**src/rtl/demux_1x4.sv**
```systemverilog
// demux_1x4: drains a show-ahead input FIFO and routes each word to one of
// four output FIFOs, selected by the word's two MSBs. Per-destination
// almost-full backpressure stalls the head word; push/out_data are registered.
// Optional macro DEMUX_COUNT_EN adds per-destination routed-word counters.
module demux_1x4 #(
  parameter int DATA_WIDTH = 10,
  parameter int CNT_WIDTH  = 8
) (
  input  logic                  clk,
  input  logic                  reset,
  input  logic                  enable,
  input  logic [DATA_WIDTH-1:0] in_data,
  input  logic                  in_empty,
  output logic                  in_pop,
  input  logic [3:0]            almost_full,
  output logic [DATA_WIDTH-1:0] out_data,
  output logic [3:0]            push,
  output logic [1:0]            state
`ifdef DEMUX_COUNT_EN
  ,
  output logic [CNT_WIDTH-1:0]  cnt_0,
  output logic [CNT_WIDTH-1:0]  cnt_1,
  output logic [CNT_WIDTH-1:0]  cnt_2,
  output logic [CNT_WIDTH-1:0]  cnt_3
`endif
);

  typedef enum logic [1:0] {
    IDLE    = 2'b00,
    FORWARD = 2'b01,
    HOLD    = 2'b10
  } state_t;

  state_t                state_q, state_d;
  logic [DATA_WIDTH-1:0] data_q, data_d;
  logic [3:0]            push_q, push_d;
  logic [1:0]            dest;
  logic                  go;

  assign dest = in_data[DATA_WIDTH-1 -: 2];
  assign go   = enable & ~in_empty & ~almost_full[dest];

  // Pop strobe; IDLE with enable=1 may pop in the same cycle it leaves IDLE.
  // Held low during reset so upstream never loses a word that is then dropped.
  assign in_pop = ~reset & ((state_q != IDLE) | enable) & go;

  // Next-state and registered-output next values.
  always_comb begin
    state_d = state_q;
    data_d  = data_q;
    push_d  = 4'b0000;
    if (in_pop) begin
      data_d = in_data;
      push_d = 4'b0001 << dest;
    end
    if (!enable) begin
      state_d = IDLE;
    end else begin
      unique case (state_q)
        IDLE:    state_d = FORWARD;
        FORWARD: if (!in_empty && almost_full[dest]) state_d = HOLD;
        HOLD:    if (!almost_full[dest])             state_d = FORWARD;
        default: state_d = IDLE;
      endcase
    end
  end

  // State and output registers; reset suppresses any push from this cycle.
  always_ff @(posedge clk) begin
    if (reset) begin
      state_q <= IDLE;
      data_q  <= '0;
      push_q  <= 4'b0000;
    end else begin
      state_q <= state_d;
      data_q  <= data_d;
      push_q  <= push_d;
    end
  end

  assign out_data = data_q;
  assign push     = push_q;
  assign state    = state_q;

`ifdef DEMUX_COUNT_EN
  logic [3:0][CNT_WIDTH-1:0] cnt_q;

  for (genvar i = 0; i < 4; i++) begin : g_cnt
    // Counter steps on the same edge that raises push[i]; wraps naturally.
    always_ff @(posedge clk) begin
      if (reset)          cnt_q[i] <= '0;
      else if (push_d[i]) cnt_q[i] <= cnt_q[i] + {{(CNT_WIDTH-1){1'b0}}, 1'b1};
    end
  end

  assign cnt_0 = cnt_q[0];
  assign cnt_1 = cnt_q[1];
  assign cnt_2 = cnt_q[2];
  assign cnt_3 = cnt_q[3];
`else
  // Counters not built; keep the width parameter referenced.
  if (CNT_WIDTH < 1) begin : g_cnt_width_chk
  end
`endif

endmodule

```
**config.mk**
```make
export PLATFORM = sky130hd
export DESIGN_NAME = demux_1x4
export DESIGN_NICKNAME = d
export VERILOG_FILES = /design/src/rtl/demux_1x4.sv
export SDC_FILE = /design/constraint.sdc
export NUM_CORES = 1
export LEC_CHECK = 0
export CORE_MARGIN = 2
export CORE_UTILIZATION = 35
export CTS_CLUSTER_DIAMETER = 50
export DETAILED_ROUTE_END_ITERATION = 8
export GPL_ROUTABILITY_DRIVEN = 0
export HOLD_SLACK_MARGIN = 0.1
export PLACE_DENSITY = 0.75
export RECOVER_POWER = 25
export SETUP_SLACK_MARGIN = 0.2
export SYNTH_ARGS = -nofsm -noshare
export SYNTH_HDL_FRONTEND = slang
export SYNTH_SLANG_ARGS = --single-unit
export TNS_END_PERCENT = 50
```
**constraint.sdc**
```tcl
create_clock -name clk -period 1.45 [get_ports clk]
set_input_delay 0.145 -clock clk [delete_from_list [all_inputs] [get_ports clk]]
set_output_delay 0.145 -clock clk [all_outputs]
set_load 0.005 [all_outputs]
```
Word-level counts from Yosys, hierarchy flattened
Cells that the tools add are included.
{"block": "word_totals", "reg_bits": 16, "latchBits": 0, "mem_bits_rw": 0, "rom_bits": 0, "input_bits": 18, "n_memories": 0}
{"block": "classes", "n_addsub": 0, "mul": 0, "div": 0, "magnitude_cmp": 1, "eq_ne": 4, "shifts": 1, "mux": 5, "bitwise": 10, "n_reduce_logical": 7}
{"op": "2-bit case mux with 3 select lines", "n": 1}
{"op": "1-bit inverter", "n": 5}
{"op": "1-bit bitwise AND", "n": 4}
{"op": "2-bit two-way mux", "n": 2}
{"op": "2-bit != test, second input constant", "n": 2}
{"op": "2-bit OR reduction", "n": 2}
{"op": "1-bit by 2-bit left shift with 4-bit output, first input constant", "n": 1}
{"op": "2-bit by 3-bit less-than comparator with 1-bit output, second input constant", "n": 1}
{"op": "1-bit binary-select mux with 2-bit select", "n": 1}
{"op": "2-bit by 1-bit == test with 1-bit output, second input constant", "n": 1}
{"op": "2-bit == test, second input constant", "n": 1}
{"op": "2-bit zero test", "n": 1}
{"op": "2-bit AND reduction", "n": 1}
{"op": "2-bit nonzero test", "n": 1}
{"op": "1-bit logical AND", "n": 1}
{"op": "1-bit zero test", "n": 1}
{"op": "1-bit two-way mux", "n": 1}
{"op": "1-bit OR", "n": 1}

Longest topological paths before layout
{"block": "depth", "ltp_word": 7, "mapped_depth": 4, "depth_no_buf": 3}

Worst setup path after synthesis
OpenSTA, ideal clock, no wires.
{"block": "synth_timing", "path_type": "input port to flip-flop", "startpoint": "input in_empty", "endpoint": "register data_q[9], in the netlist out_data[9]", "setup_time_ns": 0.121, "arrival_ns": 1.272, "required_ns": 1.329, "path_slack_ns": 0.057, "stages": 4, "path_buffers": 1, "cell_sequence": "or3b_2 > buf_4 > nor2_8 > mux2_4"}
{"block": "synth_via", "elab_chain_cells": 4}
{"item": "start: declaration", "line": "13", "text": "input logic in_empty,"}
{"item": "1-bit inverter", "line": "41", "text": "assign go = enable & ~in_empty & ~almost_full[dest];"}
{"item": "1-bit bitwise AND (2 in series)", "line": "41"}
{"item": "1-bit bitwise AND", "line": "45", "text": "assign in_pop = ~reset & ((state_q != IDLE) | enable) & go;"}
{"item": "named net in_pop", "line": "14", "text": "output logic in_pop,"}
{"item": "end signal: assignment", "line": "76", "text": "data_q <= data_d;"}
{"item": "end: declaration", "line": "35", "text": "logic [DATA_WIDTH-1:0] data_q, data_d;"}
The timed path passes the listed nets, and every way through them passes these cells.
A chain may end at the register's enable or synchronous reset.

Worst setup path in the final report
{"block": "layout_timing", "startpoint": "register data_q[5], in the netlist out_data[5]", "endpoint": "output out_data[5]"}
{"item": "end: declaration", "line": "16", "text": "output logic [DATA_WIDTH-1:0] out_data,"}
No word-level cell between the ends.

==> Flow_metrics.wiki <==
{| class="wikitable"
! Metric !! Value
|-
| CTS H-Tree Depth || 1
|-
| Kind of capture point of the worst setup path || output port
|-
| Yosys warning total || 0
|-
| Mapped Area || 721 sq um
|-
| Number of clock buffers inserted by TritonCTS || 3
|-
| Clock sink count || 16
|-
| CP startpoint kind || register
|-
| Total leakage power || 0.628 nW
|-
| Drt first pass iters || 4
|-
| Total design power || 0.000917 W
|-
| Routed vias || 683
|-
| Area overhead of the layout relative to synthesis || 76.6%
|-
| Sink of the worst hold path || push[2]
|-
| Fraction of layout cells with a size suffix above 1 || 28.8%
|-
| Ant diodes || 0
|-
| Total congestion overflow || 0
|-
| Ratio of total power to cell area || 721 nW/um^2
|-
| Count of boundary I/O pins || 35
|-
| Placement-stage cell area || 1170 sq um
|-
| Hold path depth || 3
|-
| Highest clock frequency the design can meet || 791 MHz
|-
| Number of nets in the layout || 137
|-
| First-pass GRT wire length || 3.10 mm
|-
| Vias in the first global route || 710
|-
| Chip Width || 49.4 um
|-
| Number of slew-limit violations in the final report || 0
|-
| Worst Reg2Reg Path Length in Cells || 4
|-
| Vertical die dimension || 49.4 um
|-
| Final period util || 87.2%
|-
| Largest net degree at the start of global routing || 20
|-
| Crit Reg-Reg Startpoint || state[1]
|-
| Final Cell Area || 1270 sq um
|-
| Residual DRC count || 0
|-
| Measured slew at the worst slew-check pin || 237 ps
|-
| Antenna viol nets, final || 0
|-
| FF-to-FF setup slack || 500 ps
|-
| Synth Area per Inst || 10.9 sq um
|-
| Worst setup path category || reg2out
|-
| Worst IR drop on VDD || 0.000617 V
|-
| Max stage delay cell, worst path || sky130_fd_sc_hd__clkdlybuf4s50_1
|-
| Worst clock skew || 0.00444 ps
|-
| Total track usage || 16.5%
|-
| Yosys reg bits || 16
|-
| Most common cell after layout, fill and taps aside || sky130_fd_sc_hd__nand2b_1
|-
| Max-cap check violation count || 0
|-
| Final setup fails || 0
|-
| Leading cell types in the layout, fill and taps excluded || sky130_fd_sc_hd__nand2b_1, sky130_fd_sc_hd__buf_4, sky130_fd_sc_hd__clkdlybuf4s50_1, sky130_fd_sc_hd__dfxtp_1, sky130_fd_sc_hd__mux2i_1
|-
| Overall die area || 2440 sq um
|-
| Setup repair after global routing missed its margin || true
|-
| Hold path startpoint || in_data[8]
|-
| Library cell occupying the most area in the post-synthesis netlist || sky130_fd_sc_hd__dfxtp_1
|-
| DP HPWL || 1.42 mm
|-
| Number of port buffers || 34
|-
| Maximum fanout along the worst path || 2
|-
| Arr. time, crit path || 1120 ps
|-
| Initial antenna violation count || 0
|-
| Outcome || finished, final reports clean
|-
| Instance count of the mapped netlist || 66
|-
| Headroom to the max-slew limit || 84.0%
|-
| Critical register-to-register path endpoint || state[1]
|-
| Detail-routed via count per cell || 4.71
|-
| Yosys top cell area share || 44.4%
|-
| Required time at the endpoint of the critical path || 1310 ps
|-
| Placed cell count || 136
|-
| Clock tree from TritonCTS || built
|-
| Number of inserted filler cells in the final layout || 180
|-
| Total length of routed wires || 1.92 mm
|-
| Slowest stage delay, CP || 500 ps
|-
| Critical path cell sequence || clkdlybuf4s50_1
|-
| Number of buffers between clock root and the deepest sink || 2
|-
| Average wire per cell in the routed design || 13.2 um
|-
| Iteration-0 DRC count of the detailed router || 9
|-
| Largest cells by area after synthesis || sky130_fd_sc_hd__dfxtp_1, sky130_fd_sc_hd__nand2b_1, sky130_fd_sc_hd__mux2i_1, sky130_fd_sc_hd__mux2_2, sky130_fd_sc_hd__mux4_2
|-
| Number of failing hold endpoints at the final stage || 0
|-
| Hold Crit Class || in2reg
|-
| Sum of buffers and inverters on the critical path || 1
|-
| CTS Root Buffer Type || sky130_fd_sc_hd__clkbuf_4
|-
| Number of core rows || 16
|-
| Synthesized netlist net count || 84
|-
| Initial core utilization || 37.1%
|-
| Core occupancy in the finished layout || 65.5%
|-
| Final Critical Period || 1260 ps
|-
| Category of cells accounting for the largest share of critical-path delay || buffers and inverters
|-
| Worst hold slack after final layout || 186 ps
|-
| Distinct cell type count of the synthesized netlist || 21
|-
| Clock network latency to the later pin of the worst-skew pair || 280 ps
|-
| Worst-path clk slew || 90 ps
|-
| Number of non-filler instances in the completed layout || 145
|-
| Number of buffers added to fix hold violations after cts || 0
|-
| Share of the yosys chip area belonging to registers || 44.4%
|-
| Core region area || 1940 sq um
|}
-- metrics by stage --
step,worst slack (ps),setup TNS (ps)
floorplan,88.1,0
finish,185,0
global route,141,0
CTS,158,0
detailed placement,-589,-5910
global placement,-561,-5540
-- Yosys cell counts --
cell type	number
sky130_fd_sc_hd__mux2i_1	9
sky130_fd_sc_hd__o21bai_1	1
sky130_fd_sc_hd__mux4_2	1
sky130_fd_sc_hd__buf_4	1
sky130_fd_sc_hd__nor2_1	3
sky130_fd_sc_hd__nor4b_1	1
sky130_fd_sc_hd__nor2_8	1
sky130_fd_sc_hd__nor2b_1	1
sky130_fd_sc_hd__nor4_1	1
sky130_fd_sc_hd__inv_1	1
sky130_fd_sc_hd__nor3b_1	2
sky130_fd_sc_hd__nand2b_1	17
sky130_fd_sc_hd__mux2_4	1
sky130_fd_sc_hd__or3b_2	2
sky130_fd_sc_hd__clkbuf_1	2
sky130_fd_sc_hd__dfxtp_1	16
sky130_fd_sc_hd__o311a_2	1
sky130_fd_sc_hd__nor3_1	1
sky130_fd_sc_hd__mux2_2	2
sky130_fd_sc_hd__a221oi_1	1
sky130_fd_sc_hd__a21o_1	1
-- worst max-delay path by stage --
| stage | slack [ps] | cells past startpoint | startpoint | endpoint |
|---|---|---|---|---|
| floorplan | 90 | 3 | in_data[8] | out_data[9] |
| global placement | -560 | 4 | in_data[8] | in_pop |
| detailed placement | -590 | 4 | in_data[8] | in_pop |
| CTS | 160 | 1 | out_data[2] | out_data[2] |
| global route | 140 | 1 | out_data[4] | out_data[4] |
| finish | 190 | 1 | out_data[5] | out_data[5] |
-- metal layers --
layer  part of all wire (%)  track usage [%]
met1                     39             16.9
met2                     54             32.0
met3                    6.1             3.07
met4                    1.2             6.94
met5                      0                0
-- flip-flops by register name, summed over array words and instances, names as in the netlist --
name	count
out_data	10
push	4
state	2
-- logic make-up after synthesis --
group	Yosys count	share of synthesized area [%]
and+or+nand+nor	29	27.3
AOI/OAI and AO/OA	4	4.86
DFF	16	44.4
muxes	13	20.8
buffers and inverters	4	2.60
-- worst register-to-register path: cells and delay by family (launching register included) --
| family | cells | cell delay (ps) |
|---|---|---|
| flip-flops | 1 | 330 |
| buffers and inverters | 1 | 140 |
| multiplexers | 1 | 100 |
| AND/OR/NAND/NOR | 2 | 300 |
-- report_power, final --
group / total [W] / internal [W] / leakage [nW] / switching [W]
Sequential: 0.000455 / 0.000450 / 0.131 / 0.00000480
Clock: 0.000288 / 0.000153 / 0.0210 / 0.000135
Combinational: 0.000174 / 0.000112 / 0.476 / 0.0000625
-- layout make-up --
class / instances / area, sq um / area share, %
well taps: 27 / 33.8 / 2.65
multi-input cells: 46 / 384 / 30.2
inverters: 1 / 3.75 / 0.295
flip-flops and latches: 16 / 324 / 25.5
repair buffers: 51 / 490 / 38.5
clock buffers: 4 / 36.3 / 2.85
-- what timing repair did --
item	CTS	global route
resized for setup	30	14
buffers inserted	3	2
setup endpoints to repair	32	19
pin swaps	2	0
(Power assumes the default switching activity.)
